<file path="src/rtl/fetch_unit.sv">
// Instruction fetch stage: owns the PC, drives the ROM address, applies
// relative branches and runs the Start/Done handshake with a cycle counter.
module fetch_unit #(
    parameter int          PW      = 10,
    parameter int          IW      = 9,
    parameter int          OW      = 8,
    parameter logic [IW-1:0] HALT_OP = 9'h1FF,
    parameter int          CW      = 16
) (
    input  logic          Clk,
    input  logic          Reset_n,
    input  logic          Start,
    input  logic [PW-1:0] StartAddr,
    input  logic [IW-1:0] RomData,
    input  logic          BranchRel,
    input  logic          Taken,
    input  logic [OW-1:0] Offset,
    output logic [PW-1:0] RomAddr,
    output logic [IW-1:0] Instr,
    output logic          InstrValid,
    output logic          Done,
    output logic [CW-1:0] Cycles
);

    typedef enum logic [1:0] {
        IDLE = 2'd0,
        RUN  = 2'd1,
        DONE = 2'd2
    } state_t;

    state_t        state;
    state_t        state_nx;
    logic [PW-1:0] pc;
    logic [PW-1:0] pc_nx;
    logic [CW-1:0] cycles;
    logic [CW-1:0] cycles_nx;
    logic          start_q;
    logic          launch;
    logic          halt;
    logic [PW-1:0] off_ext;

    assign launch  = Start & ~start_q;
    assign halt    = (RomData == HALT_OP);
    assign off_ext = PW'($signed(Offset));

    // start_q keeps tracking Start during reset so a Start held high
    // across reset release is not mistaken for a fresh launch.
    always_ff @(posedge Clk) begin
        start_q <= Start;
        if (!Reset_n) begin
            state  <= IDLE;
            pc     <= '0;
            cycles <= '0;
        end else begin
            state  <= state_nx;
            pc     <= pc_nx;
            cycles <= cycles_nx;
        end
    end

    always_comb begin
        state_nx  = state;
        pc_nx     = pc;
        cycles_nx = cycles;
        unique case (state)
            IDLE, DONE: begin
                if (launch) begin
                    state_nx  = RUN;
                    pc_nx     = StartAddr;
                    cycles_nx = '0;
                end
            end
            RUN: begin
                if (launch) begin
                    pc_nx     = StartAddr;
                    cycles_nx = '0;
                end else begin
                    if (cycles != '1) begin
                        cycles_nx = cycles + CW'(1);
                    end
                    if (halt) begin
                        state_nx = DONE;
                    end else if (BranchRel && Taken) begin
                        pc_nx = pc + off_ext;
                    end else begin
                        pc_nx = pc + PW'(1);
                    end
                end
            end
            default: begin
                state_nx = IDLE;
            end
        endcase
    end

    assign RomAddr    = pc;
    assign InstrValid = (state == RUN);
    assign Instr      = (state == RUN) ? RomData : '0;
    assign Done       = (state == DONE);
    assign Cycles     = cycles;

endmodule

</file>
<file path="config.mk">
export PLATFORM = sky130hd
export DESIGN_NAME = fetch_unit
export DESIGN_NICKNAME = d
export VERILOG_FILES = /design/src/rtl/fetch_unit.sv
export SDC_FILE = /design/constraint.sdc
export NUM_CORES = 1
export LEC_CHECK = 0
export ABC_AREA = 1
export CAP_MARGIN = 0
export CORE_MARGIN = 1.5
export CORE_UTILIZATION = 50
export DETAILED_ROUTE_END_ITERATION = 16
export PLACE_DENSITY = 0.89
export SETUP_SLACK_MARGIN = 0.05
export SYNTH_ARGS = -nofsm -noshare
export SYNTH_HDL_FRONTEND = slang
export SYNTH_SLANG_ARGS = --single-unit
</file>
<file path="constraint.sdc">
create_clock -name Clk -period 2.87 [get_ports Clk]
set_input_delay 0.287 -clock Clk [delete_from_list [all_inputs] [get_ports Clk]]
set_output_delay 0.287 -clock Clk [all_outputs]
set_load 0.1 [all_outputs]
</file>
; ---- After elaboration in Yosys (flattened, before gate mapping)
; Cells that the tools add are included.
[word_totals]
n_memories = 0
mem_bits_rw = 0
word_cells = 39
register_bits = 29
in_bits = 32
latch_bits = 0
rom_bits = 0
out_inout_bits = 37
[classes]
n_eq_ne = 9
n_mux = 14
add_sub_neg = 3
n_bitwise = 2
reduce_logical = 7
multipliers = 0
n_shift = 0
div_mod_pow = 0
n_lt_le_gt_ge = 0
[op_table]
columns = op, count
row1 = $mux W16, 3
row2 = $mux W10, 4
row3 = $pmux W16 S2, 1
row4 = $pmux W10 S2, 1
row5 = $add A16 B1 Y16 const B, 1
row6 = $ne A16 B16 Y1 const B, 1
row7 = $add A10 B1 Y10 const B, 1
row8 = $add A10 B10 Y10, 1
row9 = $eq A9 B9 Y1 const B, 1
row10 = $mux W9, 1
row11 = $reduce_and A3 Y1, 3
row12 = $mux W2, 3
row13 = $ne A2 B2 Y1 const B, 2
row14 = $pmux W2 S2, 1
row15 = $ne A3 B1 Y1 const B, 1
row16 = $ne A3 B3 Y1 const B, 1
row17 = $eq A2 B1 Y1 const B, 1
row18 = $eq A2 B2 Y1 const B, 1
row19 = $logic_not A2 Y1, 1
row20 = $ne A2 B1 Y1 const B, 1
row21 = $reduce_bool A2 Y1, 1
row22 = $reduce_or A2 Y1, 1
row23 = $and A1 B1 Y1, 1
row24 = $logic_and A1 B1 Y1, 1
row25 = $not A1 Y1, 1

; ---- Depth between registers and ports, before layout
; Gate-level depths: netlist of run 1.
[depth]
word_depth = 5
ltp_mapped = 13
depth_no_buf = 13

; ---- Least setup slack after synthesis of run 1
; Ideal clock, no wire load.
[synth_path]
kind = register -> output
from = register state[0]
to = output Instr[0]
required_ns = 2.583
arrival_ns = 2.004
stages_incl_launch_ff = 4
path_buffers = 1
slack_ns = 0.579
path_cell_list = dfxtp_1 nand2_4 clkbuf_1 nor2_1
[synth_between]
elab_chain_len = 2
[synth_rtl]
columns = item, line_no
row1 = "start, declared", 31  ; state_t state;
row2 = "start signal, assigned", 55  ; state <= state_nx;
row3 = $eq A2 B1 Y1, 98  ; assign Instr = (state == RUN) ? RomData : '0;
row4 = $mux W9, 98
row5 = "end, declared", 19  ; output logic [IW-1:0] Instr,
; No other way between the ends.

; ---- Worst setup path in the final report of run 1
[layout_path]
from = input BranchRel
to = register pc[6], in the netlist RomAddr[6]
[layout_between]
elab_chain_len = 5
[layout_rtl]
columns = item, line_no
row1 = "start, declared", 15  ; input logic BranchRel,
row2 = $logic_and A1 B1 Y1, 83  ; end else if (BranchRel && Taken) begin
row3 = $mux W10, 83
row4 = $mux W10, 81  ; if (halt) begin
row5 = $mux W10, 74  ; if (launch) begin
row6 = $pmux W10 S2, 65  ; unique case (state)
row7 = "end signal, assigned", 56  ; pc <= pc_nx;
row8 = "end, declared", 33  ; logic [PW-1:0] pc;
; No other way between the ends. The select of a mux whose other input is x is not followed.
; A chain may end at the register's enable or synchronous reset.

==> metrics.md, run 1 <==
| Metric | Value |
|---|---|
| Status | complete, no violations |
| Cell Area, Synth | 0.002167 mm² |
| Seq/Total Area, Yosys | between 20% and 30% |
| Req. time, crit path | 3020 ps |
| IO buf count | 68 |
| Startpoint types | input port |
| Final Critical Period | 2333 ps |
| Grt ovf | 0 |
| Fillers | 355 |
| Largest net degree at the start of global routing | 17 |
| Sw Share | about two fifths |
| Final count of hold timing violations | 0 |
| Number of nets with antenna violations after routing | 0 |
| Starting Density | roughly 53% |
| RSZ-0062 raised after global routing | no |
| Resize count post-CTS | 0 |
| Highest-delay cell along the critical path | clkdlybuf4s50_1 |
| Met1 Usage GRT | between 20 and 30% |
| Pre-CTS setup slack | roughly 260 ps |
| Initial antenna violation count | 0 |
| Fin nets | ~460 |
| Syn avg cell area | between 6 and 7 µm² |
| GR Util All Layers | 26.10% |
| Syn nets | 392 |
| Pint | 757.0 µW |
| Leak | between 0.001 and 0.0015 µW |
| Overall routed net length | 5.565 mm |
| Root buffer cell | clkbuf_8 |
| CP top delay family | simple AND/OR/NAND/NOR gates |
| Period utilization | roughly four fifths |
| CP peak stage delay | 480 ps |
| Clock sink count | 29 |
| Routing usage on met2 | between 40% and 50% |
| Max clock buf depth | 2 |
| FP Rows | 23 |
| # DRC | 0 |
| Synth unique cells | 31 |
| Area Growth Syn to Fin | 33.43% |
| Final non-filler cell total | 471 |
| CP endpoint kind | register |
| Detailed Place HPWL | between 4 and 5 mm |
| GR peak layer | met2 |
| Crit-path most repeated cell | nand2_1 |
| Top Ports | 69 |
| Placed insts | 463 |
| Post-CTS Setup Inserts | 0 |
| DR vias | between 2000 and 2500 |
| Final Max Slew Viols | 0 |
| Final Setup Violations | 0 |
| Setup TNS | 0 ps |
| Antenna Cells | 0 |
| WP data arrival | 2480 ps |
| Routability Congestion | 0.9200 |
| WHS | 483.8 ps |
| Comb power frac | roughly a third |
| Starting DRT DRC Count | between 200 and 250 |
| TritonCTS clock tree | built |
| Worst-path fanout max | 4 |
| Yosys warns | 0 |
| Worst setup margin | between 500 and 600 ps |
| CORE AREA | just over 0.004 mm² |
| H-tree level count | 2 |
| Worst-margin pin slew | 453.9 ps |
| First drt pass iteration count | 4 |
| Maximum vdd drop | 0.2363 mV |
| Crit path buf inv count | 1 |
| Die ar. | 0.004738 mm² |
| Sequential share of power | between 30% and 40% |
| Met3 Use GR | 5.195% |
| Vias per cell | 5.204 |
| Slew HR | 69.71% |
| CTS Buf Count | 5 |
| Clock Power Share | 31.0% |
| Reg clk slew, reported paths | 60 ps |
| FF+latch count, synth | 29 |
| Layout cells sized above 1 | 15.44% |
| Worst-Skew Late Latency | 280 ps |
| Post-Synthesis Cells | 349 |
| Critical-path cell list | clkdlybuf4s50_1 > nand2_1 > or2_2 > ha_1 > fa_1 > nand3_1 > nand2_1 > nand2_1 > nand2_1 > nand2_1 > nand2_1 > o21ai_0 > a21oi_1 |
| Achievable Freq | 428.6 MHz |
| Worst min-delay path class | in -> reg |
| Register area | 580.6 µm² |
| Hold-fix buffers at CTS | 0 |
| Pwr Density | 425.5 mW/mm² |
| Worst Path Class, Setup | in -> reg |
| Vias in the first global route | ~2200 |
| Die W | 68.84 µm |
| First-pass GRT wire length | 9.349 mm |
| Max-Cap Viols | 0 |
| Net Switching | 473.4 µW |
| Worst-case clock skew | 4.031 ps |
| Multi-input gate area | 0.001345 mm² |
| Die height | 68.84 µm |
| Routed length per instance | 11.82 µm |
-- cell usage after synthesis, drive strengths merged --
master / instances / area (µm²)
nand2: 88 / 352.8
nor2: 63 / 260.3
inv: 53 / 201.5
a21oi: 29 / 156.4
dfxtp: 29 / 580.6
nand3: 27 / 145.1
o21ai: 16 / 91.34
nand4: 11 / 68.82
ha: 10 / 125.1
buf: 3 / 27.52
or2: 3 / 18.77
a21o: 2 / 15.01
clkbuf: 2 / 7.510
nand3b: 2 / 15.01
nor3: 2 / 10.01
nor3b: 2 / 25.02
xnor2: 2 / 17.52
clkinv: 1 / 5.000
fa: 1 / 20.02
o21a: 1 / 7.510
o21bai: 1 / 7.510
xor2: 1 / 8.760
-- cell families after synthesis --
group	share of synthesized area, %
fa+ha+maj	6.697
simple gates	41.34
xor+xnor	1.213
flops	26.79
buf+inv	11.14
compound gates	12.82
-- layer usage --
metal / vias to the layer above / wire, µm
met5: - / 0
met4: 0 / 65
li1: 1253 / -
met3: 7 / 307
met2: 84 / 2829
met1: 1107 / 2363
-- metrics by stage --
step | instance area, µm² | utilization [%] | power [µW]
floorplan | 2167 | - | 746.5
CTS | 2892 | 70.76 | 1233
global route | 2892 | 70.76 | 1278
detailed placement | 2790 | 68.28 | 856.5
global placement | 2790 | 68.28 | 849.6
finish | 2892 | 70.76 | 1230
-- worst reg2reg max path: stages (launching register included) --
cell      delay [ps]
dfxtp_1          410
ha_1             230
nand3_1          110
nor2_1           230
nand3_2          150
nand2_4          190
clkinv_2         180
nand3_1          110
nand2_1           60
a21oi_1          120
-- final timing paths --
kind	start	end	slack, ps	cells after the start
setup / recovery	BranchRel	RomAddr[6]$_SDFFE_PN0P_	540	13
setup reg to reg	Cycles[0]$_SDFFE_PN0P_	Cycles[6]$_SDFFE_PN0P_	1020	9
hold / removal	Start	start_q$_DFF_P_	480	1
hold reg to reg	RomAddr[7]$_SDFFE_PN0P_	RomAddr[7]$_SDFFE_PN0P_	490	2
-- sequential cells by signal, summed over array words and instances (netlist names) --
signal and cells:
Cycles 16, RomAddr 10, start_q 1, state 2
-- power groups by stage --
stage                     Clock [µW]  Combinational (µW)  Sequential [µW]
after global routing             399                 440              440
after global placement             0                 404              446
after detailed placement           0                 410              446
after CTS                        383                 412              437
final                            381                 412              437
after floorplan                    0                 195              551
-- layout by cell type, fill, tap and decap left out, types with 2 or more instances in the layout --
master            n
nand3_1          25
a21o_1            2
or2_2             3
ha_1             10
nand3b_1          2
clkinv_2          2
nand4_1          11
a21oi_1          28
nor2_1           61
clkdlybuf4s50_1  31
nand2_4           3
inv_2             3
nor3b_2           2
dfxtp_1          29
nor3_1            2
nand3_2           2
xnor2_1           2
inv_1            49
clkbuf_8          7
nand2_1          85
o21ai_0          15
buf_4            38
-- cell type report --
| type | count | share of cell area, % |
|---|---|---|
| clock buffer | 7 | 3.332 |
| clock inverter | 1 | 0.1731 |
| inverter | 54 | 7.140 |
| multi-input combinational | 261 | 46.52 |
| sequential | 29 | 20.08 |
| tap | 50 | 2.164 |
| timing repair buffer | 69 | 20.60 |
Note: power is estimated with default switching activity, not from simulation.
==> run 2: changes to the inputs <==
- CORE_UTILIZATION: 50 -> 42
- PLACE_DENSITY: 0.89 -> 0.81
- clock period: 2.87 -> 2.1 ns (I/O delays scaled with it)
==> run 2 against run 1 <==
  * Design area is 9.0% higher
  * Die area is 18% higher
  * Clock power is 24% higher
  * Cell count is 5.7% higher
  * Register-to-register slack worse by 710 ps
  * Clock-buffer cell count is 2 lower
  * Critical endpoint unchanged
==> metrics.md, run 2 (synthesis gave the netlist of run 1 again) <==
| Metric | Value |
|---|---|
| Status | complete, no violations |
| GR Util All Layers | 23.47% |
| Clock sink count | 29 |
| Detailed Place HPWL | 4.644 mm |
| Worst Hold End | start_q$_DFF_P_ |
| RSZ-0062 raised after global routing | no |
| FP Rows | 25 |
| Layout cells sized above 1 | 21.58% |
| Starting DRT DRC Count | 189 |
| Worst-case clock skew | 5.404 ps |
| Overall routed net length | between 6 and 7 mm |
| Fillers | ~450 |
| CORE AREA | between 0.004 and 0.005 mm² |
| TritonCTS clock tree | built |
| Reg clk slew, reported paths | 70 ps |
| Die height | around 75 µm |
| Worst Path Class, Setup | in -> reg |
| Critical-path cell list | clkdlybuf4s50_1 > or2_4 > ha_4 > fa_2 > nand3_2 > nand2_2 > nand2_2 > nand2_1 > nand2_1 > nand2_1 > o21ai_2 > a21oi_1 |
| Fin nets | 473 |
| Largest register FFs | 16 |
| Highest-delay cell along the critical path | clkdlybuf4s50_1 |
| Period utilization | 91.87% |
| Worst-Skew Late Latency | 290 ps |
| Vias in the first global route | between 2000 and 2500 |
| Grt ovf | 0 |
| CP endpoint kind | register |
| Worst-margin pin slew | 396.7 ps |
| Max clock buf depth | 2 |
| Final Critical Period | 1929 ps |
| WP data arrival | 2110 ps |
| Top Ports | 69 |
| Worst Hold Path Cells | 1 |
| Starting Density | 44.70% |
| Area Growth Syn to Fin | 45.44% |
| Req. time, crit path | between 2000 and 2500 ps |
| Crit-path most repeated cell | nand2_1 |
| Maximum vdd drop | 0.3237 mV |
| Commonest non-fill, non-tap cell in the layout | nand2_1 |
| First drt pass iteration count | 4 |
| Leak | 0.001496 µW |
| IO buf count | just under 70 |
| Slew HR | 73.35% |
| Final count of hold timing violations | 0 |
| Number of nets with antenna violations after routing | 0 |
| Pwr Density | about 540 mW/mm² |
| CP peak stage delay | 430 ps |
| H-tree level count | 2 |
| DR vias | 2487 |
| Reg2Reg Depth | 9 |
| CTS Buf Count | 5 |
| Most frequent cells in the layout | nand2_1 (82), nor2_1 (60), inv_1 (49) |
| # DRC | 0 |
| Worst-path fanout max | 4 |
| RR Startpoint | Cycles[0]$_SDFFE_PN0P_ |
| Routability Congestion | 0.8675 |
| Root buffer cell | clkbuf_8 |
| Post-CTS Setup Inserts | 0 |
| Pre-CTS setup slack | -367.4 ps |
| RR Endpoint | Cycles[10]$_SDFFE_PN0P_ |
| Final Setup Violations | 0 |
| Die W | approximately 75 µm |
| Reg2Reg Setup Slack | 310 ps |
| Achievable Freq | 518.4 MHz |
| First-pass GRT wire length | roughly 10 mm |
| Routed length per instance | 12.27 µm |
| Antenna Cells | 0 |
| Vias per cell | roughly 5 |
| Max-Cap Viols | 0 |
| Worst min-delay path class | in -> reg |
| Largest net degree at the start of global routing | 17 |
| Worst setup margin | 170.8 ps |
| Startpoint types | input port |
| Die ar. | 0.005600 mm² |
| Initial antenna violation count | 0 |
| Hold path start | Start |
| Final Max Slew Viols | 0 |
| Total power | ~1700 µW |
==> run 2: cell types whose count changed in the layout (fill, tap and decap cells not counted), moves of 2 or more <==
| cell | previous run | this run |
|---|---|---|
| buf_12 | 0 | 10 |
| dfxtp_1 | 29 | 19 |
| dfxtp_2 | 0 | 10 |
| nand2_1 | 85 | 82 |
| nand2_2 | 0 | 3 |
| clkbuf_8 | 7 | 5 |
| clkdlybuf4s50_1 | 31 | 29 |
| dlymetal6s2s_1 | 0 | 2 |
==> run 2: worst max-delay path: cells and delay by family <==
kind | cells | cell delay [ps]
and+or+nand+nor | 7 | 710
buffers and inverters | 1 | 430
AOI/OAI and AO/OA | 2 | 180
adders and majority gates | 2 | 580
==> run 2: cell type report <==
| cell class | count | area, µm² | share of cell area, % |
|---|---|---|---|
| clock buffers | 5 | 68.82 | 2.183 |
| clock inverters | 3 | 17.52 | 0.5558 |
| inverters | 54 | 206.4 | 6.550 |
| multi-input cells | 261 | 1381 | 43.83 |
| flip-flops and latches | 29 | 593.1 | 18.82 |
| well taps | 67 | 83.83 | 2.660 |
| repair buffers | 79 | 800.8 | 25.41 |
==> run 2: what timing repair did <==
| action | in CTS | in global routing |
|---|---|---|
| resized for setup | 4 | 9 |
| hold buffers | 0 | 0 |
| setup endpoints to repair | 2 | 6 |
| pin swaps | 0 | 1 |
| cloned | 0 | 0 |
==> run 2: power by group <==
| group | internal (µW) | switching (µW) |
|---|---|---|
| clock network | 228 | 243 |
| registers | 576 | 26.3 |
| logic | 212 | 416 |
==> run 2: worst max path at each step <==
stage	cells past startpoint	end	start
after floorplan	3	Instr[0]	state[0]$_SDFFE_PN0P_
after global routing	12	RomAddr[6]$_SDFFE_PN0P_	Offset[0]
final	12	RomAddr[6]$_SDFFE_PN0P_	Offset[0]
after global placement	13	RomAddr[6]$_SDFFE_PN0P_	BranchRel
after detailed placement	13	RomAddr[6]$_SDFFE_PN0P_	BranchRel
after CTS	13	RomAddr[6]$_SDFFE_PN0P_	BranchRel
==> run 2: metrics by stage <==
| step | setup TNS [ps] | utilization, % | area [µm²] | instances | hold WS (ps) |
|---|---|---|---|---|---|
| final | 0 | 65.01 | 3152 | 498 | 396.1 |
| after global routing | 0 | 65.01 | 3152 | 498 | 406.8 |
| after CTS | 0 | 64.31 | 3118 | 498 | 398.6 |
| after detailed placement | -1395 | 62.37 | 3024 | 490 | 470.7 |
| after global placement | -1005 | 62.37 | 3024 | 490 | 463.6 |
| after floorplan | -1024 | - | 2180 | 349 | 237.7 |
==> run 2: layer usage <==
metal	GRT usage, %	routed length, µm	vias to the layer above
met5	0	0	-
met4	10.91	107	0
met3	4.150	361	11
met2	41.99	3072	84
met1	27.03	2569	1115
li1	-	-	1277
==> run 3: changes to the inputs <==
- CORE_UTILIZATION: 42 -> 40
- PLACE_DENSITY: 0.81 -> 0.75
- clock period: 2.1 -> 1.8 ns (I/O delays scaled with it)
==> run 3 against run 2 <==
  * Clock skew rose by 0.88 ps
  * Critical endpoint is now Cycles[3]$_SDFFE_PN0P_
  * Sequential cell count did not move
  * Power rose by 17%
  * Critical path type is now reg -> reg
==> metrics.md, run 3 (synthesis gave the netlist of run 1 again) <==
| Metric | Value |
|---|---|
| CP peak stage delay | 370 ps |
| Fillers | 468 |
| Multi-input gate area | between 0.001 and 0.0015 mm² |
| Routability Congestion | 0.8940 |
| Highest-delay cell along the critical path | dfxtp_4 |
| Register area | 624.3 µm² |
| Worst-margin pin slew | 297.6 ps |
| Hold path start | Start |
| Max clock buf depth | 2 |
| Reg2Reg Setup Slack | 150 ps |
| Setup TNS | 0 ps |
| Die W | 76.61 µm |
| Achievable Freq | 607.1 MHz |
| Leak | approximately 0.0016 µW |
| Commonest non-fill, non-tap cell in the layout | nand2_1 |
| Overall routed net length | about 6.0 mm |
| IO buf count | 68 |
| Fin nets | 485 |
| First drt pass iteration count | 4 |
| Worst min-delay path class | in -> reg |
| WP data arrival | ~1800 ps |
| Period utilization | just over 90% |
| RR Endpoint | Cycles[3]$_SDFFE_PN0P_ |
| H-tree level count | 2 |
| Final Max Slew Viols | 0 |
| Critical-path cell list | ha_1 > nand3_1 > nor2_2 > nand3_2 > nand2_4 > buf_4 > nor2_1 > o21ai_0 > nor2_1 |
| CP Depth | 9 |
| Critical path origin | Cycles[0]$_SDFFE_PN0P_ |
| Grt ovf | 0 |
| CTS Buf Count | 5 |
| RSZ-0062 raised after global routing | yes |
| DR vias | ~2500 |
| Pwr Density | roughly 600 mW/mm² |
| Detailed Place HPWL | 4.613 mm |
| Pre-CTS setup slack | -423.3 ps |
| Routed length per instance | 11.65 µm |
| Req. time, crit path | 1970 ps |
| Crit path buf inv count | 1 |
| Die height | about 77 µm |
| Starting Density | between 40% and 50% |
| Final Critical Period | 1647 ps |
| Worst Setup EP | Cycles[3]$_SDFFE_PN0P_ |
| Top Ports | 69 |
| Number of nets with antenna violations after routing | 0 |
| First-pass GRT wire length | 10.02 mm |
| CP endpoint kind | register |
| Vias in the first global route | 2271 |
| Starting DRT DRC Count | 126 |
| Root buffer cell | clkbuf_8 |
| Worst setup margin | approximately 150 ps |
| Maximum vdd drop | 0.3641 mV |
| Max-Cap Viols | 0 |
| Status | complete, no violations |
| Reg clk slew, reported paths | 70 ps |
| Worst-case clock skew | roughly 6.3 ps |
| Final count of hold timing violations | 0 |
| Slew HR | about four fifths |
| TritonCTS clock tree | built |
| Largest net degree at the start of global routing | 16 |
| Reg2Reg Depth | 9 |
| Startpoint types | register |
| Initial antenna violation count | 0 |
| Worst Path Class, Setup | reg -> reg |
| FP Rows | 26 |
| Vias per cell | 4.904 |
| Area Growth Syn to Fin | 52.02% |
| Worst-path fanout max | 8 |
| Most frequent cells in the layout | nand2_1 (83), nor2_1 (57), inv_1 (49), buf_4 (49), clkdlybuf4s50_1 (28) |
| CORE AREA | 0.005172 mm² |
| # DRC | 0 |
| GR Util All Layers | 20.95% |
| CP top delay family | simple AND/OR/NAND/NOR gates |
| Largest register FFs | 16 |
| Die ar. | 0.005868 mm² |
| Antenna Cells | 0 |
| RR Startpoint | Cycles[0]$_SDFFE_PN0P_ |
| Clock sink count | 29 |
| Crit-path most repeated cell | nor2_1 |
| Worst-Skew Late Latency | 290 ps |
| Layout cells sized above 1 | 27.99% |
| Final Setup Violations | 0 |
==> run 3: metal layers <==
metal / vias up / part of all wire (%) / GRT usage, %
li1: 1295 / - / -
met1: 1121 / 43 / 24.58
met2: 86 / 49 / 35.98
met3: 14 / 6.3 / 5.868
met4: 0 / 2.1 / 8.148
met5: - / 0 / 0
==> run 3: timing repair <==
item,4_1_cts,5_1_grt
buffers inserted,0,3
gates resized for setup,7,7
hold endpoints to repair,0,0
pin swaps,1,7
endpoints found under the setup margin,8,9
hold buffers,0,0
==> run 3: layout make-up <==
class	count	area share (%)
Clock buffer	6	2.203
Clock inverter	2	0.3038
Inverter	54	6.267
Multi-Input combinational cell	261	42.46
Sequential cell	29	18.95
Tap cell	70	2.659
Timing Repair Buffer	91	27.16
==> run 3: stage by stage <==
| step | hold WS (ps) | util, % | cells | cell area (µm²) | power [µW] |
|---|---|---|---|---|---|
| floorplan | 207.7 | - | 349 | 2233 | 1199 |
| global placement | 465.3 | 61.13 | 502 | 3162 | 1456 |
| detailed placement | 468.8 | 61.13 | 502 | 3162 | 1462 |
| CTS | 372.4 | 62.80 | 510 | 3248 | 1989 |
| global route | 368.7 | 63.69 | 513 | 3294 | 2095 |
| finish | 371.1 | 63.69 | 513 | 3294 | 1994 |
==> run 3: how the worst min path moves through the flow <==
stage | end | slack (ps) | depth (start not counted)
after global routing | start_q$_DFF_P_ | 370 | 1
after global placement | Cycles[10]$_SDFFE_PN0P_ | 470 | 2
after CTS | start_q$_DFF_P_ | 370 | 1
after floorplan | start_q$_DFF_P_ | 210 | 0
after detailed placement | Cycles[10]$_SDFFE_PN0P_ | 470 | 2
final | start_q$_DFF_P_ | 370 | 1
==> run 3: worst reg2reg max path, cell delays in order, from the launching register on <==
cell,delay [ps]
dfxtp_4,370
ha_1,210
nand3_1,140
nor2_2,160
nand3_2,140
nand2_4,120
buf_4,160
nor2_1,40
o21ai_0,150
nor2_1,50
==> run 3: power breakdown <==
group / internal (µW) / leakage, µW / switching [µW] / total [µW]
Sequential: 671 / 0.000249 / 32.6 / 704
Clock: 267 / 0.0000450 / 262 / 529
Combinational: 274 / 0.00126 / 487 / 761
Total: 1210 / 0.00156 / 781 / 1990
